==> config.mk <==
export PLATFORM = sky130hd
export DESIGN_NAME = ascon_ctrl
export DESIGN_NICKNAME = d
export VERILOG_FILES = /design/src/rtl/ascon_ctrl.sv
export SDC_FILE = /design/constraint.sdc
export NUM_CORES = 1
export LEC_CHECK = 0
export CAP_MARGIN = 20
export CORE_ASPECT_RATIO = 0.9
export CORE_MARGIN = 2
export CORE_UTILIZATION = 45
export DETAILED_ROUTE_END_ITERATION = 12
export GPL_TIMING_DRIVEN = 0
export PLACE_DENSITY = 0.73
export SYNTH_ARGS = -nofsm -noshare
export SYNTH_HDL_FRONTEND = slang
export SYNTH_SLANG_ARGS = --single-unit
==> constraint.sdc <==
create_clock -name clk_i -period 2.45 [get_ports clk_i]
set_input_delay 0.735 -clock clk_i [delete_from_list [all_inputs] [get_ports clk_i]]
set_output_delay 0.735 -clock clk_i [all_outputs]
set_load 0.1 [all_outputs]
==> src/rtl/ascon_ctrl.sv <==
// ascon_ctrl: sequencing FSM for the Ascon-128 AEAD datapath (init, AD, message, final).
// Latency: start -> load_o next cycle; one permutation round per cycle; 31 cycles start->tag
//          for default rounds, no AD, one message block, all handshakes ready.
// Backpressure: ad/msg accepted only in their WAIT states; out/tag valid held stable until ready.
//
// Ports:
//   clk_i, rst_i            clock, synchronous active-high reset
//   start_i, decrypt_i, no_ad_i   operation start (IDLE only); mode and empty-AD latched at start
//   ad_valid_i/ad_last_i/ad_ready_o      AD block handshake
//   msg_valid_i/msg_last_i/msg_ready_o   message block handshake
//   out_valid_o/out_ready_i  ciphertext/plaintext block (x0) handshake
//   tag_valid_o/tag_ready_i  tag handshake; done_o pulses in the tag handshake cycle
//   load_o, round_en_o, rnd_o, xor_data_o, xor_key_tail_o, xor_key_mid_o, dom_sep_o  datapath strobes
//   mode_o, busy_o           latched decrypt flag, controller not idle
//   abort_i                  only with ASCON_CTRL_ABORT_EN: return to IDLE without done_o
//
// Optional feature macro: ASCON_CTRL_ABORT_EN

module ascon_ctrl #(
    parameter int PA_ROUNDS = 12,
    parameter int PB_ROUNDS = 6
) (
    input  logic       clk_i,
    input  logic       rst_i,
    input  logic       start_i,
    input  logic       decrypt_i,
    input  logic       no_ad_i,
    input  logic       ad_valid_i,
    input  logic       ad_last_i,
    output logic       ad_ready_o,
    input  logic       msg_valid_i,
    input  logic       msg_last_i,
    output logic       msg_ready_o,
    output logic       out_valid_o,
    input  logic       out_ready_i,
    output logic       tag_valid_o,
    input  logic       tag_ready_i,
`ifdef ASCON_CTRL_ABORT_EN
    input  logic       abort_i,
`endif
    output logic       load_o,
    output logic       round_en_o,
    output logic [3:0] rnd_o,
    output logic       xor_data_o,
    output logic       xor_key_tail_o,
    output logic       xor_key_mid_o,
    output logic       dom_sep_o,
    output logic       mode_o,
    output logic       busy_o,
    output logic       done_o
);

    typedef enum logic [3:0] {
        S_IDLE, S_LOAD, S_INIT_PERM, S_INIT_KEY, S_AD_WAIT, S_AD_PERM, S_DOMSEP,
        S_MSG_WAIT, S_MSG_OUT, S_MSG_PERM, S_FINAL_KEY, S_FINAL_PERM, S_TAG
    } state_e;

    localparam logic [3:0] PA_LAST = 4'(PA_ROUNDS - 1);
    localparam logic [3:0] PB_LAST = 4'(PB_ROUNDS - 1);

    state_e     state_q, state_d;
    logic [3:0] cnt_q, cnt_d;
    logic       mode_q, mode_d;
    logic       no_ad_q, no_ad_d;
    logic       last_q, last_d;
    logic       abort_w;
    logic       ad_hs, msg_hs, out_hs, tag_hs;
    logic       perm_d;

`ifdef ASCON_CTRL_ABORT_EN
    assign abort_w = abort_i & (state_q != S_IDLE);
`else
    assign abort_w = 1'b0;
`endif

    assign ad_hs  = ad_ready_o & ad_valid_i;
    assign msg_hs = msg_ready_o & msg_valid_i;
    assign out_hs = out_valid_o & out_ready_i;
    assign tag_hs = tag_valid_o & tag_ready_i;

    // The only non-Moore strobes: absorb and completion happen in the handshake cycle itself.
    assign xor_data_o = (ad_hs | msg_hs) & ~abort_w;
    assign done_o     = tag_hs & ~abort_w;
    assign mode_o     = mode_q;

    always_comb begin
        state_d = state_q;
        cnt_d   = '0;
        mode_d  = mode_q;
        no_ad_d = no_ad_q;
        last_d  = last_q;
        case (state_q)
            S_IDLE: if (start_i) begin
                state_d = S_LOAD;
                mode_d  = decrypt_i;
                no_ad_d = no_ad_i;
                last_d  = 1'b0;
            end
            S_LOAD: begin
                state_d = S_INIT_PERM;
                cnt_d   = PA_LAST;
            end
            S_INIT_PERM: begin
                if (cnt_q == 4'd0) state_d = S_INIT_KEY;
                else               cnt_d   = cnt_q - 4'd1;
            end
            S_INIT_KEY: state_d = no_ad_q ? S_DOMSEP : S_AD_WAIT;
            S_AD_WAIT: if (ad_hs) begin
                last_d  = ad_last_i;
                state_d = S_AD_PERM;
                cnt_d   = PB_LAST;
            end
            S_AD_PERM: begin
                if (cnt_q == 4'd0) state_d = last_q ? S_DOMSEP : S_AD_WAIT;
                else               cnt_d   = cnt_q - 4'd1;
            end
            S_DOMSEP: state_d = S_MSG_WAIT;
            S_MSG_WAIT: if (msg_hs) begin
                last_d  = msg_last_i;
                state_d = S_MSG_OUT;
            end
            // The final message block goes straight to finalization: no trailing p^b.
            S_MSG_OUT: if (out_hs) begin
                if (last_q) begin
                    state_d = S_FINAL_KEY;
                end else begin
                    state_d = S_MSG_PERM;
                    cnt_d   = PB_LAST;
                end
            end
            S_MSG_PERM: begin
                if (cnt_q == 4'd0) state_d = S_MSG_WAIT;
                else               cnt_d   = cnt_q - 4'd1;
            end
            S_FINAL_KEY: begin
                state_d = S_FINAL_PERM;
                cnt_d   = PA_LAST;
            end
            S_FINAL_PERM: begin
                if (cnt_q == 4'd0) state_d = S_TAG;
                else               cnt_d   = cnt_q - 4'd1;
            end
            S_TAG: if (tag_hs) state_d = S_IDLE;
            default: state_d = S_IDLE;
        endcase
        if (abort_w) begin
            state_d = S_IDLE;
            cnt_d   = '0;
        end
    end

    assign perm_d = (state_d == S_INIT_PERM) || (state_d == S_AD_PERM) ||
                    (state_d == S_MSG_PERM)  || (state_d == S_FINAL_PERM);

    // Outputs are registered by decoding the next state; the counter runs N-1..0,
    // so the round index 12-N+k is simply 11-cnt.
    always_ff @(posedge clk_i) begin
        if (rst_i) begin
            state_q        <= S_IDLE;
            cnt_q          <= '0;
            mode_q         <= 1'b0;
            no_ad_q        <= 1'b0;
            last_q         <= 1'b0;
            load_o         <= 1'b0;
            round_en_o     <= 1'b0;
            rnd_o          <= '0;
            xor_key_tail_o <= 1'b0;
            xor_key_mid_o  <= 1'b0;
            dom_sep_o      <= 1'b0;
            ad_ready_o     <= 1'b0;
            msg_ready_o    <= 1'b0;
            out_valid_o    <= 1'b0;
            tag_valid_o    <= 1'b0;
            busy_o         <= 1'b0;
        end else begin
            state_q        <= state_d;
            cnt_q          <= cnt_d;
            mode_q         <= mode_d;
            no_ad_q        <= no_ad_d;
            last_q         <= last_d;
            load_o         <= (state_d == S_LOAD);
            round_en_o     <= perm_d;
            rnd_o          <= perm_d ? (4'd11 - cnt_d) : 4'd0;
            xor_key_tail_o <= (state_d == S_INIT_KEY);
            xor_key_mid_o  <= (state_d == S_FINAL_KEY);
            dom_sep_o      <= (state_d == S_DOMSEP);
            ad_ready_o     <= (state_d == S_AD_WAIT);
            msg_ready_o    <= (state_d == S_MSG_WAIT);
            out_valid_o    <= (state_d == S_MSG_OUT);
            tag_valid_o    <= (state_d == S_TAG);
            busy_o         <= (state_d != S_IDLE);
        end
    end

endmodule

* Yosys cells after proc, flatten, opt, wreduce, memory -nomap -nowiden
Index checks and enable logic that the tools add are counted.
** Storage, ports and cells
- Flip-flop bits (word level) :: 25
- Input bits :: 11
- Logic and storage cells :: 85
- Output and inout bits :: 17
** Cells by class
- Reductions and logical operators :: 12
- Muxes and demuxes :: 22
- Bitwise logic cells :: 6
- Eq/ne operators :: 27
- Add/subtract/negate cells :: 2
** Operators by type and width (count)
- 4-bit case mux with 13 select lines :: 1
- 4-bit == test, second input constant :: 10
- 4-bit 2-to-1 mux :: 10
- 4-bit by 3-bit == test with 1-bit output, second input constant :: 8
- 4-bit by 2-bit == test with 1-bit output, second input constant :: 4
- 4-bit case mux with 4 select lines :: 1
- 3-bit 2-to-1 mux :: 3
- 4-bit by 1-bit == test with 1-bit output, second input constant :: 2
- 4-bit zero test :: 2
- 2-bit 2-to-1 mux :: 3
- 2-bit inequality test, second input constant :: 3
- 1-bit bitwise AND :: 4
- 4-bit AND reduction :: 1
- 4-bit nonzero test :: 1
- 2-bit OR reduction :: 2
- 4-bit OR reduction :: 1
- 4-bit by 1-bit subtractor with 4-bit output, second input constant :: 1
- 4-bit subtractor, first input constant :: 1
- 1-bit logical OR :: 3
- 1-bit 2-to-1 mux :: 3
- 1-bit case mux with 3 select lines :: 1
- 3-bit nonzero test :: 1
- 2-bit AND reduction :: 1
- 1-bit NOT :: 1
- 1-bit bitwise OR :: 1

* Longest topological paths before layout
Gate-level depths: netlist of run 1.
- Depth in word-level cells :: 9
- Gate-level depth with buffers :: 8
- Depth with buffers taken out :: 8

* Worst setup path before layout of run 1
OpenSTA, ideal clock, no wires.
- Path type :: flip-flop to output port
- From :: register ad_ready_o
- To :: output port xor_data_o
- Path buffers :: 0
- Cell stages (with the launch flop) :: 3
- Setup slack :: -98 ps
- Arrival :: 1813 ps
- Cells stage by stage :: dfxtp_1 nand2_1 nand2_1
** Between the ends
- Cells in the longest elaborated chain, start to end :: 2
** Ends and longest elaborated chain
- start, declared :: RTL line 30 : output logic ad_ready_o,
- start signal, assigned :: RTL line 187 : ad_ready_o <= (state_d == S_AD_WAIT);
- 1-bit bitwise AND :: RTL line 76 : assign ad_hs = ad_ready_o & ad_valid_i;
- 1-bit bitwise OR :: RTL line 82 : assign xor_data_o = (ad_hs | msg_hs) & ~abort_w;
- end, declared :: RTL line 44 : output logic xor_data_o,
No other way between the ends.

* Final worst setup path of run 1
- From :: input port out_ready_i
- To :: register rnd_o[1]
** Between the ends
- Cells in the longest elaborated chain, start to end :: 9
- Elaborated cells between the ends (all ways) :: 15
- Those cells by class :: 1 x add/sub; 4 x eq/ne; 4 x mux; 2 x bitwise; 4 x reduce/logical
** Ends and longest elaborated chain
- start, declared :: RTL line 35 : input logic out_ready_i,
- 1-bit bitwise AND (*) :: RTL line 78 : assign out_hs = out_valid_o & out_ready_i;
- 4-bit 2-to-1 mux :: RTL line 123 : S_MSG_OUT: if (out_hs) begin
- 4-bit case mux with 13 select lines :: RTL line 92 : case (state_q)
- 4-bit by 2-bit == test with 1-bit output or 4-bit by 3-bit == test with 1-bit output (tied branches) :: RTL line 152 : assign perm_d = (state_d == S_INIT_PERM) || (state_d == S_AD_PERM) ||
- 1-bit logical OR (2 in series) :: RTL line 152
- 1-bit logical OR :: RTL line 153 : (state_d == S_MSG_PERM) || (state_d == S_FINAL_PERM);
- 1-bit NOT (no source line)
- 2-bit OR reduction (no source line)
- end signal, assigned :: RTL line 183 : rnd_o <= perm_d ? (4'd11 - cnt_d) : 4'd0;
- end, declared :: RTL line 43 : output logic [3:0] rnd_o,
Mark *: on every way between the ends. The rest lies on a longest branch, timed or not.
A chain may end at the register's enable or synchronous reset.

==> out/qor.yml, run 1 <==
p_switching_mw: 0.546
slew_headroom_pct: 35.9
numPlacedInstances: 202
synth_area_leaders: "dfxtp_1 40%, nor2_1 4.5%, a21oi_1 4.4%"
drtPass1Iterations: 4
crit_path_top_delay_cell: "or4b_1"
netlist_area_sq_um: 1240
worstSetupPathType: "input port to register"
grt_pass1_wl_um: 4570
top_regs: "cnt_q (4), rnd_o (4), state_q (4)"
setup-violations-final: 0
cts_root_buf: "clkbuf_4"
grt_pass1_vias: 1010
htree_levels: 1
drtIter0Drc: 45
critical_path_peak_fanout: 8
ys_types: 44
status: "finished clean"
stdcell_count: 207
cp-start-kind: "input port"
crit_arrival_ns: 2.61
ant_nets: 0
synthesis.nets: 159
ys_warn_count: 0
yosys.area.top_type: "dfxtp_1"
clk-insertion-delay-late_ns: 0.32
dp_hpwl_um: 2180
detailedPlace.worstSlack_ns: -0.800
port_buffers: 26
synth_edf_count: 0
gp_congestion: 0.871
leakage_nw: 0.681
async_flop_share_pct: 0
cts_tree: "yes"
area_growth_pct: 28.4
clk_pin_slew_ns: 0.14
cts_sinks: 25
cp-end-kind: "register"
maxCapViolations: 0
antenna_found_initial: 0
initial_utilization_pct: 46.4
routed_via_density: 5.67
drc_errors: 0
yosysSeqAreaShare_pct: 40.2
hold_viol: 0
wl_per_cell_um: 14.7
grt.overflow.total: 0
clockPowerShare_pct: 15.5
synth_top_area_share_pct: 40.2
pwr-share-seq_pct: 38.4
period_share_pct: 96.7
ir_drop_uv: 473
nets: 191
die_height_um: 53.9
sw_frac_of_total_pct: 45.0
fill_cells: 257
cts_buffer_depth: 2
synthCells: 146
die_x_um: 59.4
syn-mean-instance-area_sq_um: 8.52
power.density_nw_per_um2: 760
setup_ws_ns: 0.0813
io_pins: 28
grt_use_total_pct: 18.9
critical_path_required_ns: 2.69
min_period_ns: 2.37
combinationalPowerShare_pct: 46.0
drive_gt1_share_pct: 13.0
grt_start_max_net_pins: 16
skew_ns: 0.00465
ys_ff_latch: 25
path_cells: "clkdlybuf4s50_1 > nand4b_1 > or4b_1 > nand3_2 > a211oi_4 > o31a_1 > nor4b_2"
dominantRegCellSynth: "dfxtp_1"
place_area_sq_um: 1550
rsz0062_at_grt: "false"
num_rows: 18
slew_viol_final: 0
hp-class: "register to register"
worst_pin_slew_ns: 0.965
slowest_delay_ns: 0.50
max_freq_mhz: 422
p_int_mw: 0.667
die_area_sq_um: 3200
final_common_cell: "dfxtp_1"
hold_ws_ns: 0.520
layout_common_cells: "25 x dfxtp_1, 15 x nor2_1, 15 x dlygate4sd2_1"
finalWirelength_um: 3050
fp.coreArea_sq_um: 2680
stdcell_area_sq_um: 1600
n_antenna_cell: 0
vias: 1173
post-route-util_pct: 59.6
cts_buffers: 3
-- per-stage QoR --
step | total power [mW] | TNS, ns
after floorplan | 0.901 | 0
after global placement | 1.02 | -2.77
after detailed placement | 1.03 | -2.96
after CTS | 1.19 | 0
after global routing | 1.27 | 0
final | 1.21 | 0
-- synth_stat cells, types with 3 or more instances --
cell type / instances
dfxtp_1: 25
nor2_1: 15
a21oi_1: 11
nand2_1: 11
inv_1: 6
nand3_1: 6
nor2b_1: 5
nor3_1: 5
o21ai_0: 5
buf_2: 4
clkbuf_1: 4
mux2i_1: 3
nand2b_1: 3
nand3b_1: 3
nor3b_1: 3
nor4_1: 3
o22ai_1: 3
-- power by group through the flow --
stage | clock network (mW) | logic (mW) | registers (mW)
floorplan | 0 | 0.237 | 0.665
global placement | 0 | 0.544 | 0.473
detailed placement | 0 | 0.552 | 0.475
CTS | 0.190 | 0.536 | 0.466
global route | 0.207 | 0.591 | 0.470
finish | 0.188 | 0.559 | 0.466
-- final timing paths --
kind	end	depth (start not counted)	startpoint	slack, ns
setup / recovery	rnd_o[1]	7	out_ready_i	0.08
hold / removal	mode_o	2	mode_o	0.52
setup reg to reg	rnd_o[1]	8	cnt_q[0]	0.23
hold reg to reg	mode_o	2	mode_o	0.52
-- cell families after synthesis --
logic type | share of synthesized area, %
XOR/XNOR | 1.41
buffers and inverters | 4.63
adder cells (fa/ha/maj) | 2.01
flip-flops | 40.2
AO/OA/AOI/OAI | 19.2
AND/OR/NAND/NOR | 30.1
multiplexers | 2.41
-- routing by layer --
metal / routed length (um) / part of all wire, % / GRT usage (%) / vias up
li1: - / - / - / 592
met1: 1470 / 48 / 26.8 / 539
met2: 1400 / 46 / 30.0 / 40
met3: 166 / 5.4 / 2.88 / 2
met4: 15 / 0.49 / 4.55 / 0
met5: 0 / 0 / 0 / -
-- critical path, delay by kind of cell --
family          cells  cell delay (ns)
simple gates        4             0.94
buf+inv             1             0.46
compound gates      2             0.47
-- final cells by class --
| type | count | area (sq um) | area share, % |
|---|---|---|---|
| well taps | 30 | 37.5 | 2.35 |
| plain buffers | 8 | 35.0 | 2.19 |
| flip-flops and latches | 25 | 500 | 31.3 |
| repair buffers | 27 | 248 | 15.5 |
| inverters | 6 | 22.5 | 1.41 |
| clock inverters | 1 | 7.51 | 0.470 |
| multi-input cells | 107 | 723 | 45.3 |
| clock buffers | 3 | 22.5 | 1.41 |
-- timing repair --
action,CTS,global route
setup buffers,0,1
pin swaps,0,4
hold buffers,0,0
resized for setup,27,6
endpoints found under the setup margin,17,5
Power figures use the tool's default switching activity.
==> inputs of run 2 (changes only) <==
SLEW_MARGIN = 20   (was not set)
==> results of run 2 <==
Same layout as run 1: the final DEF is identical, and so are final timing and power.
==> inputs of run 3 (changes only) <==
CAP_MARGIN = 0   (was 20)
DONT_BUFFER_PORTS = 1   (was not set)
PLACE_DENSITY = not set   (was 0.73)
SLEW_MARGIN = 10   (was 20)
==> run 3 against run 2 <==
- clock-buffer cell count is 1 higher
- largest cell class unchanged
- sequential power increased by 42%
- global-route usage up 0.070 points
- register-to-register slack gained 0.03 ns
- setup slack lost 0.020 ns
- critical path depth fell by 5
- maximum frequency is 0.84% lower
- critical path type is now register to output pin
- final area down 17%
- worst hold slack better by 0.015 ns
- first-iteration DRC count increased by 36%
- sequential share of layout area is 6.8 points higher
==> out/qor.yml, run 3 (same netlist as run 1, synthesis figures left out) <==
cts_root_buf: "clkbuf_4"  # unchanged
slew_headroom_pct: 36.0  # was 35.9%
drc_errors: 0  # unchanged
wl_met1_um: 1360  # was 1470 um
antenna_found_initial: 0  # unchanged
status: "finished clean"  # unchanged
setup-violations-final: 0  # unchanged
die_area_sq_um: 3200  # unchanged
top_regs: "cnt_q (4), rnd_o (4), state_q (4)"  # unchanged
ir_drop_uv: 542  # was 473 uV
area_growth_pct: 6.94  # was 28.4%
gp_congestion: 0.810  # was 0.871
htree_levels: 1  # unchanged
layout_common_cells: "21 x dfxtp_1, 15 x nor2_1, 10 x nand2_1, 10 x a21oi_1"  # was 25 x dfxtp_1, 15 x nor2_1, 15 x dlygate4sd2_1
wl_met2_um: 1230  # was 1400 um
maxCapViolations: 0  # unchanged
regToRegEndpoint: "rnd_o[3]"  # was rnd_o[1]
die_height_um: 53.9  # unchanged
grt_pass1_wl_um: 4530  # was 4570 um
multi_input_area_sq_um: 701  # was 723 sq um
grt.overflow.total: 0  # unchanged
io_pins: 28  # unchanged
final_common_cell: "dfxtp_1"  # unchanged
grt_use_total_pct: 18.9  # about the same
num_rows: 18  # unchanged
drive_gt1_share_pct: 14.0  # was 13.0%
period_share_pct: 97.5  # was 96.7%
fp.coreArea_sq_um: 2680  # unchanged
worst_pin_slew_ns: 0.958  # was 0.965 ns
skew_ns: 0.00429  # was 0.00465 ns
place_area_sq_um: 1280  # was 1550 sq um
dp_hpwl_um: 2010  # was 2180 um
cp-end-kind: "output pin"  # was register
hold_ws_ns: 0.535  # was 0.520 ns
crit_arrival_ns: 1.65  # was 2.61 ns
vias: 1073  # was 1,173
grt_start_max_net_pins: 14  # was 16
slew_viol_final: 0  # unchanged
cts_buffer_depth: 2  # unchanged
post-route-util_pct: 49.6  # was 59.6%
ant_nets: 0  # unchanged
drtIter0Drc: 61  # was 45
die_x_um: 59.4  # unchanged
nets: 164  # was 191
port_buffers: 0  # was 26
cts_tree: "yes"  # unchanged
min_period_ns: 2.39  # was 2.37 ns
initial_utilization_pct: 46.4  # unchanged
stdcell_area_sq_um: 1330  # was 1600 sq um
wl_per_cell_um: 15.4  # was 14.7 um
crit_path_end: "xor_data_o"  # was rnd_o[1]
max_freq_mhz: 419  # was 422 MHz
critical_path_required_ns: 1.71  # was 2.69 ns
seqCellArea_sq_um: 508  # was 500 sq um
hp-class: "register to register"  # unchanged
reg2reg_slack_ns: 0.26  # was 0.23 ns
power.density_nw_per_um2: 854  # was 760 nW/um^2
cp-start-kind: "register"  # was input port
reg2reg_from: "cnt_q[0]"  # unchanged
worstSetupStartpoint: "ad_ready_o"  # was out_ready_i
routed_via_density: 5.96  # was 5.67
n_antenna_cell: 0  # unchanged
worstSetupPathType: "register to output pin"  # was input port to register
finalWirelength_um: 2770  # was 3050 um
grt_pass1_vias: 1038  # was 1,010
cts_buffers: 3  # unchanged
rr_worst_depth: 8  # unchanged
drtPass1Iterations: 4  # unchanged
rsz0062_at_grt: "false"  # unchanged
leakage_nw: 0.508  # was 0.681 nW
wl_met3_um: 158  # was 166 um
clk-insertion-delay-late_ns: 0.31  # was 0.32 ns
fill_cells: 267  # was 257
clk_pin_slew_ns: 0.13  # was 0.14 ns
total_power_mw: 1.14  # was 1.21 mW
hold_viol: 0  # unchanged
critical_path_peak_fanout: 3  # was 8
cts_sinks: 25  # unchanged
routed.top_layer: "met4"  # unchanged
## run 3: critical path, stage by stage, from the launching register on
cell and delay [ns]:
dfxtp_2 0.68, nand2_1 0.21, nand2_2 0.45
## run 3: layout make-up
type                       instances  share of cell area, %
buffer                             8                   2.63
clock buffer                       4                   1.98
inverter                           6                   1.69
multi-input combinational        107                   52.7
sequential                        25                   38.2
tap                               30                   2.82
## run 3: what timing repair did
action / in CTS / in global routing
endpoints found under the hold margin: 0 / 0
endpoints found under the setup margin: 8 / 4
buffers inserted: 0 / 0
hold buffers: 0 / 0
resized for setup: 4 / 3
## run 3: where the power goes
group	internal [mW]	switching (mW)	total (mW)
combinational	0.116	0.183	0.298
clock	0.0635	0.114	0.177
sequential	0.447	0.214	0.661
total	0.626	0.510	1.14
## run 3: worst min path at each step
stage,from,end,depth (start not counted)
global placement,no_ad_q,no_ad_q,2
floorplan,no_ad_q,no_ad_q,2
detailed placement,no_ad_q,no_ad_q,2
CTS,decrypt_i,mode_o,2
finish,no_ad_q,no_ad_q,2
global route,decrypt_i,mode_o,2
## run 3: metal layers
| layer | vias to the layer above | track usage [%] |
|---|---|---|
| met4 | 0 | 7.20 |
| li1 | 539 | - |
| met1 | 505 | 25.1 |
| met2 | 27 | 29.7 |
| met5 | - | 0 |
| met3 | 2 | 4.81 |
## run 3: through the flow
stage               worst slack [ns]  cells  TNS, ns
finish                        0.0612    180        0
global route                 0.00562    180        0
CTS                           0.0461    180        0
detailed placement            -0.164    176   -0.690
global placement              -0.150    176   -0.543
floorplan                    0.00830    146        0
